File: src/rtl/gray_2_binary_receiver.sv
// Receives a Gray-coded count from another part of the design, synchronizes it and decodes it to binary.
// It registers the decoded value, its increment since the last accepted sample, and a flag for illegal multi-bit steps.
module gray_2_binary_receiver #(
  parameter int IN_DATA_WIDTH = 4,
  parameter int SYNC_STAGES   = 2
) (
  input  logic                     clk,
  input  logic                     rst_n,
  input  logic [IN_DATA_WIDTH-1:0] gray_in,
  input  logic                     enable,
  output logic [IN_DATA_WIDTH-1:0] binary_out,
  output logic [IN_DATA_WIDTH-1:0] delta_out,
  output logic                     binary_valid,
  output logic                     step_error
);

  // Handshake: enable acts as a valid with no ready. A high enable on an edge always accepts
  // the synchronized sample. binary_valid is then a one-cycle valid for binary_out/delta_out,
  // and nothing can back-pressure it.

  logic [IN_DATA_WIDTH-1:0] sync_q [SYNC_STAGES];
  logic [IN_DATA_WIDTH-1:0] gray_s;
  logic [IN_DATA_WIDTH-1:0] bin_d;
  logic [IN_DATA_WIDTH-1:0] prev_gray;
  logic [IN_DATA_WIDTH-1:0] gray_diff;
  logic                     multi_bit;

  // The synchronizer shifts every cycle so gray_s stays fresh while enable is low.
  always_ff @(posedge clk or negedge rst_n) begin
    if (!rst_n) begin
      for (int i = 0; i < SYNC_STAGES; i++) sync_q[i] <= '0;
    end else begin
      sync_q[0] <= gray_in;
      for (int i = 1; i < SYNC_STAGES; i++) sync_q[i] <= sync_q[i-1];
    end
  end

  assign gray_s = sync_q[SYNC_STAGES-1];

  always_comb begin
    bin_d = '0;
    bin_d[IN_DATA_WIDTH-1] = gray_s[IN_DATA_WIDTH-1];
    for (int i = IN_DATA_WIDTH - 2; i >= 0; i--) bin_d[i] = bin_d[i+1] ^ gray_s[i];
  end

  // Clearing the lowest set bit leaves something only when two or more bits differ.
  assign gray_diff = gray_s ^ prev_gray;
  assign multi_bit = (gray_diff & (gray_diff - IN_DATA_WIDTH'(1))) != '0;

  always_ff @(posedge clk or negedge rst_n) begin
    if (!rst_n) begin
      prev_gray    <= '0;
      binary_out   <= '0;
      delta_out    <= '0;
      binary_valid <= 1'b0;
      step_error   <= 1'b0;
    end else if (enable) begin
      prev_gray    <= gray_s;
      binary_out   <= bin_d;
      delta_out    <= bin_d - binary_out;
      binary_valid <= 1'b1;
      step_error   <= multi_bit;
    end else begin
      binary_valid <= 1'b0;
      step_error   <= 1'b0;
    end
  end

endmodule

File: config.mk
export PLATFORM = sky130hd
export DESIGN_NAME = gray_2_binary_receiver
export DESIGN_NICKNAME = d
export VERILOG_FILES = /design/src/rtl/gray_2_binary_receiver.sv
export SDC_FILE = /design/constraint.sdc
export NUM_CORES = 1
export LEC_CHECK = 0
export BUFFER_PORTS_ARGS = -buffer_cell sky130_fd_sc_hd__buf_2
export CAP_MARGIN = 5
export CORE_MARGIN = 2
export CORE_UTILIZATION = 45
export DETAILED_ROUTE_END_ITERATION = 12
export PLACE_DENSITY = 0.66
export SLEW_MARGIN = 20
export SYNTH_ARGS = -nofsm -noshare
export SYNTH_HDL_FRONTEND = slang
export SYNTH_SLANG_ARGS = --single-unit
File: constraint.sdc
create_clock -name clk -period 6.4 [get_ports clk]
set_input_delay 0.32 -clock clk [delete_from_list [all_inputs] [get_ports clk]]
set_output_delay 0.32 -clock clk [all_outputs]
set_load 0.01 [all_outputs]
==> flow_summary.json, run 1 <==
{
  "fillers": 153,
  "cts-root-buf": "clkbuf_4",
  "syn_area_sq_um": 852,
  "die-area_sq_mm": 0.00226,
  "clk_pin_slew_worst_paths_ps": 110,
  "synth-seq-cells": 21,
  "critPathSlowestCell": "dfrtp_1",
  "yosysSeqAreaShare": 0.617,
  "crit_buf_inv": 0,
  "drv_slew": 0,
  "finalCritPeriodShare": 0.339,
  "core_sq_mm": 0.00175,
  "grt_use_total": 0.129,
  "gp_congestion": 0.778,
  "postCtsSetupBuffers": 0,
  "syn_to_final_growth_pct": 16.0,
  "required_ps": 6580,
  "antenna_cells": 0,
  "synth_cells": 65,
  "synth_top_area_frac": 0.617,
  "clk_path_buf_depth": 2,
  "hold_viol": 0,
  "crit_top_cell": "xnor2_1",
  "post-route-min-period_ps": 2170,
  "vias": 499,
  "grt_overflow": 0,
  "dp_hpwl_microns": 860,
  "wirelength_mm": 1.14,
  "cp_top_family": "XOR/XNOR gates",
  "final_nets": 96,
  "initial_utilization": 0.488,
  "maxCapViolCount": 0,
  "setup-tns-final_ps": 0,
  "leakage_nw": 0.468,
  "fmax_ghz": 0.460,
  "criticalPathCategory": "flip-flop to flip-flop",
  "worst_pin_slew_ps": 444,
  "wire_per_inst_microns": 10.4,
  "p_per_area_mw_per_mm2": 296,
  "synth_area_leader_cell": "dfrtp_1",
  "initialDrtViolationCount": 2,
  "cts_tree": "built",
  "synthesis.nets": 76,
  "grt_pass1_vias": 504,
  "yosys_warnings": 0,
  "grt_pass1_wl_mm": 1.95,
  "fin_cells": 109,
  "setup_viol": 0,
  "ant_nets": 0,
  "die_h_microns": 47.5,
  "rows": 15,
  "max_stage_delay_ps": 420,
  "max-slew-margin-rel": 0.704,
  "htree_levels": 1,
  "io_pins": 17,
  "viasPerCell": 4.58,
  "placed_cells": 104,
  "drive_gt1_frac": 0.298,
  "clock_sinks": 21,
  "antenna_found_initial": 0,
  "max-vdd-ir-drop_mv": 0.149,
  "critPathArrivalTime_ps": 2350,
  "synth.avg_cell_area_sq_um": 13.1,
  "hp-class": "input port to flip-flop",
  "cp_max_fo": 4,
  "hold_buffers": 1,
  "drtPass1Iterations": 3,
  "port-buffer-count": 16,
  "synthDistinctLibCells": 20,
  "clk_latency_ps": 290,
  "path_cells": "xnor2_1 -> xnor2_2 -> xnor2_1 -> ha_1 -> fa_1 -> xnor2_1 -> mux2_2",
  "ctsResizeCount": 0,
  "status": "finished, final reports clean",
  "grt_max_degree": 22,
  "yosys-top-cells-area": "dfrtp_1 (62%), mux2_2 (6.6%), xnor2_1 (6.2%)",
  "die_w_microns": 47.5,
  "finalPower_w": 0.000292,
  "cts_buffers": 3,
  "end_kind": "flip-flop",
  "startpoint_type": "flip-flop",
  "rsz0062_at_grt": "false",
  "skew_ps": 4.16,
  "drc": 0
}
[cell usage in the layout, fill, tap and decap left out, drive strengths merged]
cell type and n:
nor2 2, buf 16, a21oi 3, fa 1, maj3 1, inv 5, dlygate4sd3 1, xor2 1
o31ai 1, nor2b 1, xnor2 7, dfrtp 21, nand3 1, ha 3, o21a 2, nand2 5
clkbuf 4, o21ai 3, mux2 5, nor3 1
[power by group]
group / leakage (nW) / switching [W] / internal [W]
combinational: 0.207 / 0.0000358 / 0.0000357
sequential: 0.246 / 0.0000104 / 0.000151
clock: 0.0150 / 0.0000351 / 0.0000242
[flip-flops by register name, indices dropped and copies added (netlist names)]
signal and cells:
delta_out 4, step_error 1, binary_valid 1, binary_out 4, sync_q 4, gray_s 4
prev_gray 3
[final cells by class]
cell class                 instances  area (sq um)  share of cell area
multi-input combinational         37           297               0.300
sequential                        21           526               0.532
tap                               25          31.3              0.0316
timing repair buffer              17          90.1              0.0911
inverter                           5          18.8              0.0190
clock buffer                       4          26.3              0.0266
[routing by layer]
layer / track usage / wire length [microns] / vias to the layer above
li1: - / - / 248
met1: 0.147 / 526 / 235
met2: 0.222 / 544 / 14
met3: 0.0226 / 53 / 2
met4: 0.0833 / 12 / 0
met5: 0 / 0 / -
[logic make-up after synthesis]
logic type / Yosys count / synth area share
AOI/OAI and AO/OA: 9 / 0.0617
xor gates and xnor gates: 8 / 0.0910
adders and majority gates: 5 / 0.0793
buffers and inverters: 7 / 0.0352
DFF: 21 / 0.617
muxes: 5 / 0.0661
and+or+nand+nor: 10 / 0.0499
[synth_stat cells]
cell type and count:
a21oi_1 3, buf_4 1, clkbuf_1 1, dfrtp_1 21
fa_1 1, ha_1 3, inv_1 5, maj3_1 1
mux2_2 5, nand2_1 5, nand3_1 1, nor2_1 2
nor2b_1 1, nor3_1 1, o21a_1 2, o21ai_0 3
o31ai_1 1, xnor2_1 6, xnor2_2 1, xor2_1 1
[path summary, 6_finish.rpt]
kind / startpoint / end / slack (ps) / depth (start not counted)
setup / recovery: gray_s[2]$_DFF_PN0_ / delta_out[2]$_DFFE_PN0P_ / 4230 / 7
setup reg to reg: gray_s[2]$_DFF_PN0_ / delta_out[2]$_DFFE_PN0P_ / 4230 / 7
max in group asynchronous: rst_n / gray_s[2]$_DFF_PN0_ / 5580 / 2
min in group asynchronous: rst_n / binary_out[1]$_DFFE_PN0P_ / 510 / 2
hold reg to reg: sync_q[7]$_DFF_PN0_ / gray_s[3]$_DFF_PN0_ / 360 / 0
hold / removal: gray_in[0] / sync_q[4]$_DFF_PN0_ / 130 / 1
[per-stage QoR]
step                worst slack [ps]   util  instance area, sq um  hold slack (ps)
global route                    4080  0.566                   988              104
detailed placement              4220  0.546                   952              292
finish                          4230  0.566                   988              127
floorplan                       4340      -                   852             24.4
CTS                             4200  0.566                   988              113
global placement                4300  0.546                   952              298
Power figures use the tool's default switching activity.
==> run 2, diff against run 1 <==
==> constraint.sdc (replaced) <==
create_clock -name clk -period 2.15 [get_ports clk]
set_input_delay 0.1075 -clock clk [delete_from_list [all_inputs] [get_ports clk]]
set_output_delay 0.1075 -clock clk [all_outputs]
set_load 0.01 [all_outputs]
==> flow_summary.json, run 2 (synthesis gave the netlist of run 1 again) <==
{
  "status": "finished, final reports clean",
  "rsz0062_at_grt": "false",
  "grt_use_total": 0.133,
  "wire_per_inst_microns": 10.9,
  "hold_viol": 0,
  "drtPass1Iterations": 1,
  "rows": 15,
  "p_int_w": 0.000640,
  "clk_latency_ps": 290,
  "vias": 510,
  "end_kind": "flip-flop",
  "drc": 0,
  "ant_nets": 0,
  "setup_viol": 0,
  "maxCapViolCount": 0,
  "grt_overflow": 0,
  "fmax_ghz": 0.491,
  "grt_max_degree": 22,
  "max-slew-margin-rel": 0.699,
  "max-vdd-ir-drop_mv": 0.510,
  "critPathArrivalTime_ps": 2230,
  "cts_buffers": 3,
  "initial_utilization": 0.488,
  "startpoint_type": "flip-flop",
  "pwr-share-seq": 0.540,
  "antenna_cells": 0,
  "switching_power_w": 0.000251,
  "final_nets": 102,
  "die-area_sq_mm": 0.00226,
  "core_sq_mm": 0.00175,
  "drv_slew": 0,
  "port-buffer-count": 16,
  "syn_to_final_growth_pct": 23.3,
  "worst_pin_slew_ps": 452,
  "most-common-layout-cells": "dfrtp_1 (21), buf_2 (16)",
  "io_pins": 17,
  "dp_hpwl_microns": 908,
  "gp_congestion": 0.764,
  "hp-class": "input port to flip-flop",
  "leakage_nw": 0.500,
  "viasPerCell": 4.43,
  "final_common_cell": "dfrtp_1",
  "cts-root-buf": "clkbuf_4",
  "clk_pin_slew_worst_paths_ps": 110,
  "whs_ps": 54.9,
  "antenna_found_initial": 0,
  "cts_tree": "built",
  "grt_pass1_vias": 477,
  "cp_max_fo": 3,
  "required_ps": 2340,
  "die_w_microns": 47.5,
  "initialDrtViolationCount": 0,
  "clock_sinks": 21,
  "setup-tns-final_ps": 0,
  "htree_levels": 1,
  "wirelength_mm": 1.25,
  "clkPwrFrac": 0.203,
  "post-route-min-period_ps": 2040,
  "criticalPathCategory": "flip-flop to flip-flop",
  "clk_path_buf_depth": 2,
  "finalCritPeriodShare": 0.948,
  "sw_frac_of_total": 0.282,
  "p_per_area_mw_per_mm2": 848,
  "grt_pass1_wl_mm": 1.95,
  "drive_gt1_frac": 0.311,
  "combPwrFrac": 0.257,
  "skew_ps": 0.869,
  "die_h_microns": 47.5
}
-- run 2: cell types whose count changed in the layout (fill, tap and decap cells not counted), sizes merged --
cell,previous run,this run
dlygate4sd3,1,5
buf,16,18
-- run 2: power by group through the flow --
stage	Sequential (W)	Clock (W)	Combinational, W
after floorplan	0.000508	0	0.000121
after global placement	0.000488	0	0.000218
after detailed placement	0.000490	0	0.000221
after CTS	0.000482	0.000198	0.000229
after global routing	0.000489	0.000213	0.000261
final	0.000481	0.000181	0.000229
-- run 2: final cells by class --
type,count,area [sq um]
Tap cell,25,31.3
Timing Repair Buffer,23,145
Fill cell,155,694
Clock buffer,4,26.3
Sequential cell,21,526
Inverter,5,18.8
Multi-Input combinational cell,37,304
-- run 2: worst paths after layout --
path                       cells past startpoint  slack, ps                        to           startpoint
setup / recovery                               7        110  delta_out[2]$_DFFE_PN0P_  gray_s[2]$_DFF_PN0_
hold / removal                                 1         50    binary_valid$_DFF_PN0_               enable
max in group asynchronous                      2       1560      step_error$_DFF_PN0_                rst_n
hold reg to reg                                0        360       gray_s[2]$_DFF_PN0_  sync_q[6]$_DFF_PN0_
min in group asynchronous                      2        280  delta_out[1]$_DFFE_PN0P_                rst_n
setup reg to reg                               7        110  delta_out[2]$_DFFE_PN0P_  gray_s[2]$_DFF_PN0_
-- run 2: timing repair --
action / CTS / global route
hold buffers: 5 / 0
gates resized for setup: 0 / 1
buffers inserted: 0 / 1
setup endpoints to repair: 0 / 3
hold endpoints to repair: 25 / 0
-- run 2: stage by stage --
stage          power, W  setup slack, ps  cells  utilization  cell area [sq um]
5_1_grt        0.000964             7.00    115        0.602               1050
3_3_place_gp   0.000706             89.4    105        0.550                960
3_5_place_dp   0.000711             22.0    105        0.550                960
4_1_cts        0.000908             7.59    114        0.594               1040
6_report       0.000891              112    115        0.602               1050
2_1_floorplan  0.000629             93.5     65            -                852
-- run 2: worst max-delay path: stages, from the launching register on --
cell	delay, ps
dfrtp_1	440
xnor2_2	240
xnor2_2	160
xnor2_1	110
ha_1	220
fa_1	380
xnor2_1	130
mux2_2	250
-- run 2: metal layers --
metal	vias to the layer above	track usage	share of wire
met5	-	0	0
li1	260	-	-
met3	2	0.0226	0.049
met4	0	0.100	0.0080
met1	236	0.139	0.44
met2	12	0.235	0.51
==> run 3, diff against run 2 <==
--- a/config.mk
+++ b/config.mk
@@ -7,11 +7,12 @@
 export LEC_CHECK = 0
 export BUFFER_PORTS_ARGS = -buffer_cell sky130_fd_sc_hd__buf_2
 export CAP_MARGIN = 5
+export CELL_PAD_IN_SITES_DETAIL_PLACEMENT = 0
+export CELL_PAD_IN_SITES_GLOBAL_PLACEMENT = 2
 export CORE_MARGIN = 2
-export CORE_UTILIZATION = 45
+export CORE_UTILIZATION = 34
 export DETAILED_ROUTE_END_ITERATION = 12
-export PLACE_DENSITY = 0.66
-export SLEW_MARGIN = 20
+export PLACE_DENSITY = 0.73
 export SYNTH_ARGS = -nofsm -noshare
 export SYNTH_HDL_FRONTEND = slang
 export SYNTH_SLANG_ARGS = --single-unit
==> flow_summary.json, run 3 (synthesis gave the netlist of run 1 again) <==
{
  "critPathArrivalTime_ps": 2240,
  "grt_pass1_vias": 496,
  "worstSetupStartpoint": "gray_s[2]$_DFF_PN0_",
  "cts_buffers": 3,
  "clk_path_buf_depth": 2,
  "core_sq_mm": 0.00243,
  "fmax_ghz": 0.489,
  "grt_overflow": 0,
  "cp_top_family": "XOR/XNOR gates",
  "initialDrtViolationCount": 3,
  "setup-tns-final_ps": 0,
  "max-vdd-ir-drop_mv": 0.358,
  "ant_nets": 0,
  "fin_cells": 120,
  "wire_per_inst_microns": 11.5,
  "clk_pin_slew_worst_paths_ps": 120,
  "hp-class": "input port to flip-flop",
  "post-route-min-period_ps": 2040,
  "rows": 18,
  "finalCritPeriodShare": 0.951,
  "clk_latency_ps": 290,
  "max-slew-margin-rel": 0.692,
  "place_area_sq_um": 966,
  "cp_max_fo": 3,
  "placed_cells": 110,
  "die_h_microns": 54.1,
  "viasPerCell": 4.25,
  "path_depth": 7,
  "final_nets": 102,
  "die_w_microns": 54.1,
  "grt_max_degree": 22,
  "criticalPathCategory": "flip-flop to flip-flop",
  "maxCapViolCount": 0,
  "clock_sinks": 21,
  "drtPass1Iterations": 4,
  "io_pins": 17,
  "p_per_area_mw_per_mm2": 848,
  "final_area_sq_mm": 0.00106,
  "required_ps": 2340,
  "critPathSlowestCell": "dfrtp_1",
  "worst_slack_ps": 105,
  "pre_cts_slack_ps": 22.5,
  "die-area_sq_mm": 0.00292,
  "status": "finished, final reports clean",
  "skew_ps": 1.60,
  "grt_use_total": 0.113,
  "hold_start": "enable",
  "drive_gt1_frac": 0.322,
  "most-common-layout-cells": "dfrtp_1 (21), buf_2 (16)",
  "end_kind": "flip-flop",
  "fin_util": 0.435,
  "vias": 510,
  "leakage_nw": 0.503,
  "max_stage_delay_ps": 440,
  "reg2reg_from": "gray_s[2]$_DFF_PN0_",
  "worstHoldEndpoint": "binary_valid$_DFF_PN0_",
  "reg2reg_depth": 7,
  "worstReg2RegEnd": "delta_out[2]$_DFFE_PN0P_",
  "cts-root-buf": "clkbuf_4",
  "htree_levels": 1,
  "final_common_cell": "dfrtp_1",
  "r2r_slack_ps": 110,
  "drv_slew": 0,
  "holdPathStages": 1,
  "hold_viol": 0,
  "wirelength_mm": 1.38,
  "syn_to_final_growth_pct": 24.2,
  "antenna_cells": 0,
  "port-buffer-count": 16,
  "path_cells": "xnor2_2 -> xnor2_2 -> xnor2_1 -> ha_1 -> fa_1 -> xnor2_1 -> mux2_2",
  "cts_tree": "built",
  "worst_pin_slew_ps": 462,
  "drc": 0,
  "antenna_found_initial": 0,
  "gp_congestion": 0.704,
  "rsz0062_at_grt": "false",
  "setup_viol": 0,
  "initial_utilization": 0.350,
  "grt_pass1_wl_mm": 2.28,
  "crit_buf_inv": 0,
  "startpoint_type": "flip-flop"
}
[run 3: cell types whose count changed in the layout (fill, tap and decap cells not counted), sizes merged]
cell,delta
clkbuf,-1
clkinv,+1
[run 3: per-stage QoR]
| stage | total power [W] | hold WS (ps) |
|---|---|---|
| floorplan | 0.000629 | -188 |
| global placement | 0.000708 | 84.9 |
| detailed placement | 0.000711 | 90.4 |
| CTS | 0.000909 | 60.5 |
| global route | 0.000970 | 58.7 |
| finish | 0.000898 | 61.6 |
[run 3: per-layer routing]
layer  vias to the layer above  share of wire  global-route usage
met5                         -              0                   0
met4                         0          0.014              0.0500
met3                         2          0.028              0.0250
met2                         8           0.51               0.181
met1                       235           0.45               0.146
li1                        265              -                   -
[run 3: how the worst max path moves through the flow]
stage / slack [ps] / to
3_5_place_dp: 20 / delta_out[2]$_DFFE_PN0P_
2_1_floorplan: 90 / delta_out[2]$_DFFE_PN0P_
3_3_place_gp: 60 / delta_out[2]$_DFFE_PN0P_
6_report: 110 / delta_out[2]$_DFFE_PN0P_
5_1_grt: 0.5 / delta_out[3]$_DFFE_PN0P_
4_1_cts: 7 / delta_out[2]$_DFFE_PN0P_
[run 3: power breakdown]
group	leakage, nW	internal (W)	switching, W	total (W)
Combinational	0.239	0.000118	0.000111	0.000229
Clock	0.0177	0.0000691	0.000118	0.000187
Sequential	0.246	0.000449	0.0000326	0.000482
[run 3: area by class of cell]
| class | count | area, sq um |
|---|---|---|
| fill | 238 | 1370 |
| sequential | 21 | 526 |
| multi-input combinational | 37 | 304 |
| timing repair buffer | 23 | 145 |
| tap | 30 | 37.5 |
| clock buffer | 3 | 22.5 |
| inverter | 5 | 18.8 |
| clock inverter | 1 | 5.00 |
[run 3: repair_timing]
action	in CTS	in global routing
buffers inserted	0	1
gates resized for setup	0	1
hold endpoints to repair	25	0
setup endpoints to repair	0	2
hold buffers	5	0
